`src/rtl/alu_issue_ctrl_pkg.sv`:
```
// Shared definitions for the ALU issue/writeback sequencer: widths, opcodes,
// opcode classification helpers and the sequencer state encoding.
package alu_issue_ctrl_pkg;

    localparam int unsigned DW     = 8;
    localparam int unsigned REG_AW = 3;
    localparam int unsigned OP_W   = 4;

    typedef enum logic [OP_W-1:0] {
        LSH = 4'b0000,
        RSH = 4'b0001,
        AND = 4'b0010,
        OR  = 4'b0011,
        GEQ = 4'b1000,
        EQ  = 4'b1001,
        NEG = 4'b1010,
        ADD = 4'b1011,
        NEQ = 4'b1101
    } op_mne_t;

    typedef enum logic [2:0] {
        IDLE,
        READ_A,
        READ_B,
        EXEC,
        WB
    } issue_st_t;

    // Single-operand ops never need the rs read
    function automatic logic is_unary(input logic [OP_W-1:0] op);
        return (op == LSH) || (op == RSH) || (op == NEG);
    endfunction

    // Compare ops retire into the flag instead of the register file
    function automatic logic is_cmp(input logic [OP_W-1:0] op);
        return (op == GEQ) || (op == EQ) || (op == NEQ);
    endfunction

    function automatic logic is_valid(input logic [OP_W-1:0] op);
        return op inside {LSH, RSH, AND, OR, GEQ, EQ, NEG, ADD, NEQ};
    endfunction

endpackage

```
`src/rtl/alu_issue_ctrl_if.sv`:
```
// Bundle of decoder handshake, register-file ports and ALU ports seen by the
// issue sequencer; master is the sequencer, slave is its surroundings.
interface alu_issue_ctrl_if;
    import alu_issue_ctrl_pkg::*;

    logic              InstValid;
    logic              InstReady;
    logic [OP_W-1:0]   InstOp;
    logic [REG_AW-1:0] InstRd;
    logic [REG_AW-1:0] InstRs;
    logic [REG_AW-1:0] RfRdAddr;
    logic [DW-1:0]     RfRdData;
    logic [DW-1:0]     AluA;
    logic [DW-1:0]     AluB;
    logic [OP_W-1:0]   AluOp;
    logic [DW-1:0]     AluOut;
    logic              RfWrEn;
    logic [REG_AW-1:0] RfWrAddr;
    logic [DW-1:0]     RfWrData;
    logic              Flag;
    logic              Done;

    modport master (
        input  InstValid, InstOp, InstRd, InstRs, RfRdData, AluOut,
        output InstReady, RfRdAddr, AluA, AluB, AluOp,
               RfWrEn, RfWrAddr, RfWrData, Flag, Done
    );

    modport slave (
        output InstValid, InstOp, InstRd, InstRs, RfRdData, AluOut,
        input  InstReady, RfRdAddr, AluA, AluB, AluOp,
               RfWrEn, RfWrAddr, RfWrData, Flag, Done
    );

endinterface

```
`src/rtl/alu_issue_ctrl.sv`:
```
// Multi-cycle issue/writeback sequencer: one instruction in flight, operands
// fetched through a single RF read port, result written back or to the flag.
module alu_issue_ctrl
    import alu_issue_ctrl_pkg::*;
(
    input  logic             Clk,
    input  logic             Reset,
    alu_issue_ctrl_if.master bus
);

    issue_st_t         state;
    issue_st_t         state_d;
    logic              accept_c;
    logic [REG_AW-1:0] rd_addr_c;

    logic [OP_W-1:0]   op_q;
    logic [REG_AW-1:0] rd_q;
    logic [REG_AW-1:0] rs_q;
    logic [DW-1:0]     result_q;
    logic [DW-1:0]     alu_a_q;
    logic [DW-1:0]     alu_b_q;
    logic [OP_W-1:0]   alu_op_q;
    logic              flag_q;
    logic              done_q;
    logic              wr_en_q;
    logic              ready_q;

    always_ff @(posedge Clk or negedge Reset) begin
        if (!Reset) state <= IDLE;
        else        state <= state_d;
    end

    // Next state and the combinational RF read address
    always_comb begin
        state_d   = state;
        accept_c  = 1'b0;
        rd_addr_c = '0;
        case (state)
            IDLE: begin
                accept_c = bus.InstValid;
                if (bus.InstValid) state_d = is_valid(bus.InstOp) ? READ_A : WB;
            end
            READ_A: begin
                rd_addr_c = rd_q;
                state_d   = is_unary(op_q) ? EXEC : READ_B;
            end
            READ_B: begin
                rd_addr_c = rs_q;
                state_d   = EXEC;
            end
            EXEC:    state_d = WB;
            WB:      state_d = IDLE;
            default: state_d = IDLE;
        endcase
    end

    // Instruction latch, operand/result registers and registered outputs
    always_ff @(posedge Clk or negedge Reset) begin
        if (!Reset) begin
            op_q     <= '0;
            rd_q     <= '0;
            rs_q     <= '0;
            result_q <= '0;
            alu_a_q  <= '0;
            alu_b_q  <= '0;
            alu_op_q <= '0;
            flag_q   <= 1'b0;
            done_q   <= 1'b0;
            wr_en_q  <= 1'b0;
            ready_q  <= 1'b1;
        end else begin
            ready_q <= (state_d == IDLE);
            done_q  <= (state_d == WB);
            // EXEC is only reached by defined ops, so NOPs never write
            wr_en_q <= (state == EXEC) && !is_cmp(op_q);
            case (state)
                IDLE: begin
                    if (accept_c) begin
                        op_q <= bus.InstOp;
                        rd_q <= bus.InstRd;
                        rs_q <= bus.InstRs;
                    end
                end
                READ_A: begin
                    alu_a_q <= bus.RfRdData;
                    if (is_unary(op_q)) begin
                        alu_b_q  <= '0;
                        alu_op_q <= op_q;
                    end
                end
                READ_B: begin
                    alu_b_q  <= bus.RfRdData;
                    alu_op_q <= op_q;
                end
                EXEC: result_q <= bus.AluOut;
                WB: begin
                    if (is_cmp(op_q)) flag_q <= result_q[0];
                end
                default: ;
            endcase
        end
    end

    assign bus.InstReady = ready_q;
    assign bus.RfRdAddr  = rd_addr_c;
    assign bus.AluA      = alu_a_q;
    assign bus.AluB      = alu_b_q;
    assign bus.AluOp     = alu_op_q;
    assign bus.RfWrEn    = wr_en_q;
    assign bus.RfWrAddr  = rd_q;
    assign bus.RfWrData  = result_q;
    assign bus.Flag      = flag_q;
    assign bus.Done      = done_q;

endmodule

```
`src/flat_wrapper.sv`:
```
// flat-port wrapper written by rule: the top's interface ports become plain ports
module alu_issue_ctrl_flat import alu_issue_ctrl_pkg::*;
  (Clk, Reset, bus_InstValid, bus_InstOp, bus_InstRd, bus_InstRs, bus_RfRdData, bus_AluOut, bus_InstReady, bus_RfRdAddr, bus_AluA, bus_AluB, bus_AluOp, bus_RfWrEn, bus_RfWrAddr, bus_RfWrData, bus_Flag, bus_Done);
  alu_issue_ctrl_if bus_i ();
  input  logic Clk;
  input  logic Reset;
  input wire logic [$bits(bus_i.InstValid)-1:0] bus_InstValid;
  input wire logic [$bits(bus_i.InstOp)-1:0] bus_InstOp;
  input wire logic [$bits(bus_i.InstRd)-1:0] bus_InstRd;
  input wire logic [$bits(bus_i.InstRs)-1:0] bus_InstRs;
  input wire logic [$bits(bus_i.RfRdData)-1:0] bus_RfRdData;
  input wire logic [$bits(bus_i.AluOut)-1:0] bus_AluOut;
  output wire logic [$bits(bus_i.InstReady)-1:0] bus_InstReady;
  output wire logic [$bits(bus_i.RfRdAddr)-1:0] bus_RfRdAddr;
  output wire logic [$bits(bus_i.AluA)-1:0] bus_AluA;
  output wire logic [$bits(bus_i.AluB)-1:0] bus_AluB;
  output wire logic [$bits(bus_i.AluOp)-1:0] bus_AluOp;
  output wire logic [$bits(bus_i.RfWrEn)-1:0] bus_RfWrEn;
  output wire logic [$bits(bus_i.RfWrAddr)-1:0] bus_RfWrAddr;
  output wire logic [$bits(bus_i.RfWrData)-1:0] bus_RfWrData;
  output wire logic [$bits(bus_i.Flag)-1:0] bus_Flag;
  output wire logic [$bits(bus_i.Done)-1:0] bus_Done;
  assign bus_i.InstValid = bus_InstValid;
  assign bus_i.InstOp = bus_InstOp;
  assign bus_i.InstRd = bus_InstRd;
  assign bus_i.InstRs = bus_InstRs;
  assign bus_i.RfRdData = bus_RfRdData;
  assign bus_i.AluOut = bus_AluOut;
  assign bus_InstReady = bus_i.InstReady;
  assign bus_RfRdAddr = bus_i.RfRdAddr;
  assign bus_AluA = bus_i.AluA;
  assign bus_AluB = bus_i.AluB;
  assign bus_AluOp = bus_i.AluOp;
  assign bus_RfWrEn = bus_i.RfWrEn;
  assign bus_RfWrAddr = bus_i.RfWrAddr;
  assign bus_RfWrData = bus_i.RfWrData;
  assign bus_Flag = bus_i.Flag;
  assign bus_Done = bus_i.Done;
  alu_issue_ctrl u_core (.Clk(Clk), .Reset(Reset), .bus(bus_i));
endmodule
```
`config.mk`:
```
export PLATFORM = sky130hd
export DESIGN_NAME = alu_issue_ctrl_flat
export DESIGN_NICKNAME = d
export VERILOG_FILES = /design/src/rtl/alu_issue_ctrl_pkg.sv /design/src/rtl/alu_issue_ctrl_if.sv /design/src/rtl/alu_issue_ctrl.sv /design/src/flat_wrapper.sv
export SDC_FILE = /design/constraint.sdc
export NUM_CORES = 1
export LEC_CHECK = 0
export ABC_AREA = 1
export BUFFER_PORTS_ARGS = -buffer_cell sky130_fd_sc_hd__buf_2
export CAP_MARGIN = 20
export CORE_MARGIN = 4
export CORE_UTILIZATION = 45
export CTS_BUF_LIST = sky130_fd_sc_hd__clkbuf_8 sky130_fd_sc_hd__clkbuf_16
export DETAILED_ROUTE_END_ITERATION = 12
export GPL_TIMING_DRIVEN = 0
export PLACE_DENSITY = 0.73
export SLEW_MARGIN = 20
export SYNTH_ARGS = -nofsm -noshare
export SYNTH_HDL_FRONTEND = slang
export SYNTH_SLANG_ARGS = --single-unit
```
`constraint.sdc`:
```
create_clock -name Clk -period 4.1 [get_ports Clk]
set_input_delay 1.23 -clock Clk [delete_from_list [all_inputs] [get_ports Clk]]
set_output_delay 1.23 -clock Clk [all_outputs]
set_load 0.1 [all_outputs]
```
==> results.toml <==
[routing]
ant_nets = 0
drt_pass1_iterations = 4
drt_iter0_markers = 108
wire_per_inst_um = 13.1
viasPerCell = 4.78
drc = 0
vias = 1563
finalWirelength_um = 4270

[placed_design]
port_buffers = 66
dp_hpwl_um = 3130
dp_cells = 320
gp_congestion = 0.792
placed_area_um2 = 2270

[critical_path]
r2r_slack_ns = 2.80
r2r_cells = 4
critPathMaxFanout = 10
worstPathArrival_ns = 1.90
reg2reg_from = "u_core.state[2]"
cpMaxStageDelayCell = "buf_2"
slowest_delay_ns = 0.42
critPathCaptureType = "primary output"
crit_required_ns = 2.87
crit_path_cell_trace = "inv_2 -> nand2_2 -> nor2_4 -> buf_4 -> a22o_1 -> buf_2"
cp-startpoint = "u_core.state[2]"
path_class = "register to primary output"
critPathLaunchType = "register"
reg2reg_to = "u_core.bus.RfWrData[2]"

[cts]
cts_buffer_depth = 2
postCtsSetupBuffers = 0
cts_root_buffer = "clkbuf_8"
cts_buffers = 5
cts.hold.buffers_added = 0
cts_max_level = 2
cts_tree = "yes"
cts.sinks = 45
insertion_delay_ns = 0.30
cts.reportedPaths.clkPinSlew_ns = 0.08
cts_resized = 0

[grt]
grt_pass1_vias = 1528
grt_remaining_overflow = 0
grt_pass1_wl_um = 7090
grt_usage = 0.177
grt_max_degree = 46
antenna_found_initial = 0

[timing]
finalCritPeriodShare = 0.763
timing.fmax_ghz = 0.320
slew_headroom = 0.631
hold_viol = 0
setup_viol = 0
finalSetupTns_ns = 0
post-route-min-period_ns = 3.13
holdWs_ns = 0.472
rsz0062_at_grt = "false"
report.final.slew_viol_count = 0
worstMarginPinSlew_ns = 0.553
finClkSkew_ns = 0.00543

[final_layout]
fin_area_um2 = 2360
syn2layout_area_growth_pct = 25.7
layout-drive-gt1-share = 0.336
final_nets = 306
layout_common_cells = "70 x nand2_1, 66 x buf_2, 44 x dfrtp_1"
layout.cells.non_filler = 327
antenna_cells = 0
layout_commonest_cell = "nand2_1"

[synth]
syn_inst = 204
syn_area_per_cell_um2 = 9.20
synth-seq-cells = 45
yosys_warnings = 0
ys_seq_area_frac = 0.601
syn_area_um2 = 1880
syn_nets = 233
ys_types = 24

[floorplanning]
die_h_um = 72.6
start_util = 0.466
pin_count = 67
die_x_um = 72.6
die_area_um2 = 5270
rows = 23
coreArea_um2 = 4030

[min_path]
min-delay-start = "u_core.bus.AluA[5]"
min_to = "u_core.bus.AluA[5]"
holdCritPathClass = "register to register"
hold_path_depth = 2

[flow_run]
maxCapViolCount = 0

[status]
status = "finished clean"
## flip-flops by register name, summed over array words and instances (netlist names), 3 cells and up
name,cells
u_core.bus.AluA,8
u_core.bus.AluB,8
u_core.bus.AluOp,4
u_core.bus.RfWrAddr,3
u_core.bus.RfWrData,8
u_core.op_q,4
u_core.rs_q,3
u_core.state,3
## worst max path at each step
stage | to | slack (ns) | cells past startpoint
floorplan | bus_RfRdAddr[0] | 1.06 | 1
CTS | bus_RfRdAddr[0] | 0.95 | 6
global placement | bus_RfRdAddr[1] | 1.34 | 6
finish | bus_RfRdAddr[0] | 0.97 | 6
global route | bus_RfRdAddr[0] | 0.89 | 6
detailed placement | bus_RfRdAddr[0] | 1.29 | 6
## worst max-delay path: cells and delay by family (launching register included)
| family | cells | cell delay, ns |
|---|---|---|
| simple gates | 2 | 0.26 |
| compound gates | 1 | 0.16 |
| buf+inv | 3 | 0.76 |
| flops | 1 | 0.41 |
## per-layer routing
layer	up-vias	routed length [um]	part of all wire	GRT usage
met4	0	85	0.020	0.0635
met3	7	196	0.046	0.0482
met2	31	2190	0.51	0.284
li1	782	-	-	-
met5	-	0	0	0
met1	743	1800	0.42	0.231
## cell families after synthesis
kind of cell / synth area share
buffers and inverters: 0.0760
AND/OR/NAND/NOR: 0.249
AO/OA/AOI/OAI: 0.0747
flip-flops: 0.601
## synth_stat cells
library cell  instances  area [um2]
buf_2                 1        5.00
buf_4                 2        15.0
buf_6                 2        22.5
a22o_1                3        26.3
a21oi_2               1        8.76
a21oi_1               2        10.0
dfstp_2               1        26.3
nand3_2               2        20.0
o21ai_0              18        90.1
nor2_4                1        11.3
inv_2                 3        11.3
nand3_4               1        17.5
nand2_4               1        11.3
nand2b_1              1        6.26
nand3_1              19        95.1
nor2_2                2        12.5
inv_1                21        78.8
o21ai_1               1        5.00
clkbuf_2              2        10.0
nand4_1               1        6.26
dfrtp_1              44        1100
nand2_2               2        12.5
nor2_1                3        11.3
nand2_1              70         263
## layout make-up
class | count | area, um2
Buffer | 7 | 52.6
Clock buffer | 6 | 82.6
Clock inverter | 1 | 3.75
Fill cell | 379 | 1670
Inverter | 24 | 90.1
Multi-Input combinational cell | 128 | 607
Sequential cell | 45 | 1130
Tap cell | 50 | 62.6
Timing Repair Buffer | 66 | 333
## per-stage QoR
| stage | worst slack (ns) | utilization |
|---|---|---|
| after CTS | 0.948 | 0.585 |
| after global routing | 0.893 | 0.585 |
| after detailed placement | 1.29 | 0.563 |
| after global placement | 1.34 | 0.563 |
| final | 0.971 | 0.585 |
| after floorplan | 1.06 | - |
Power is not shown: default switching activity piles up to over one toggle a cycle in this logic, so the estimate is an artifact.
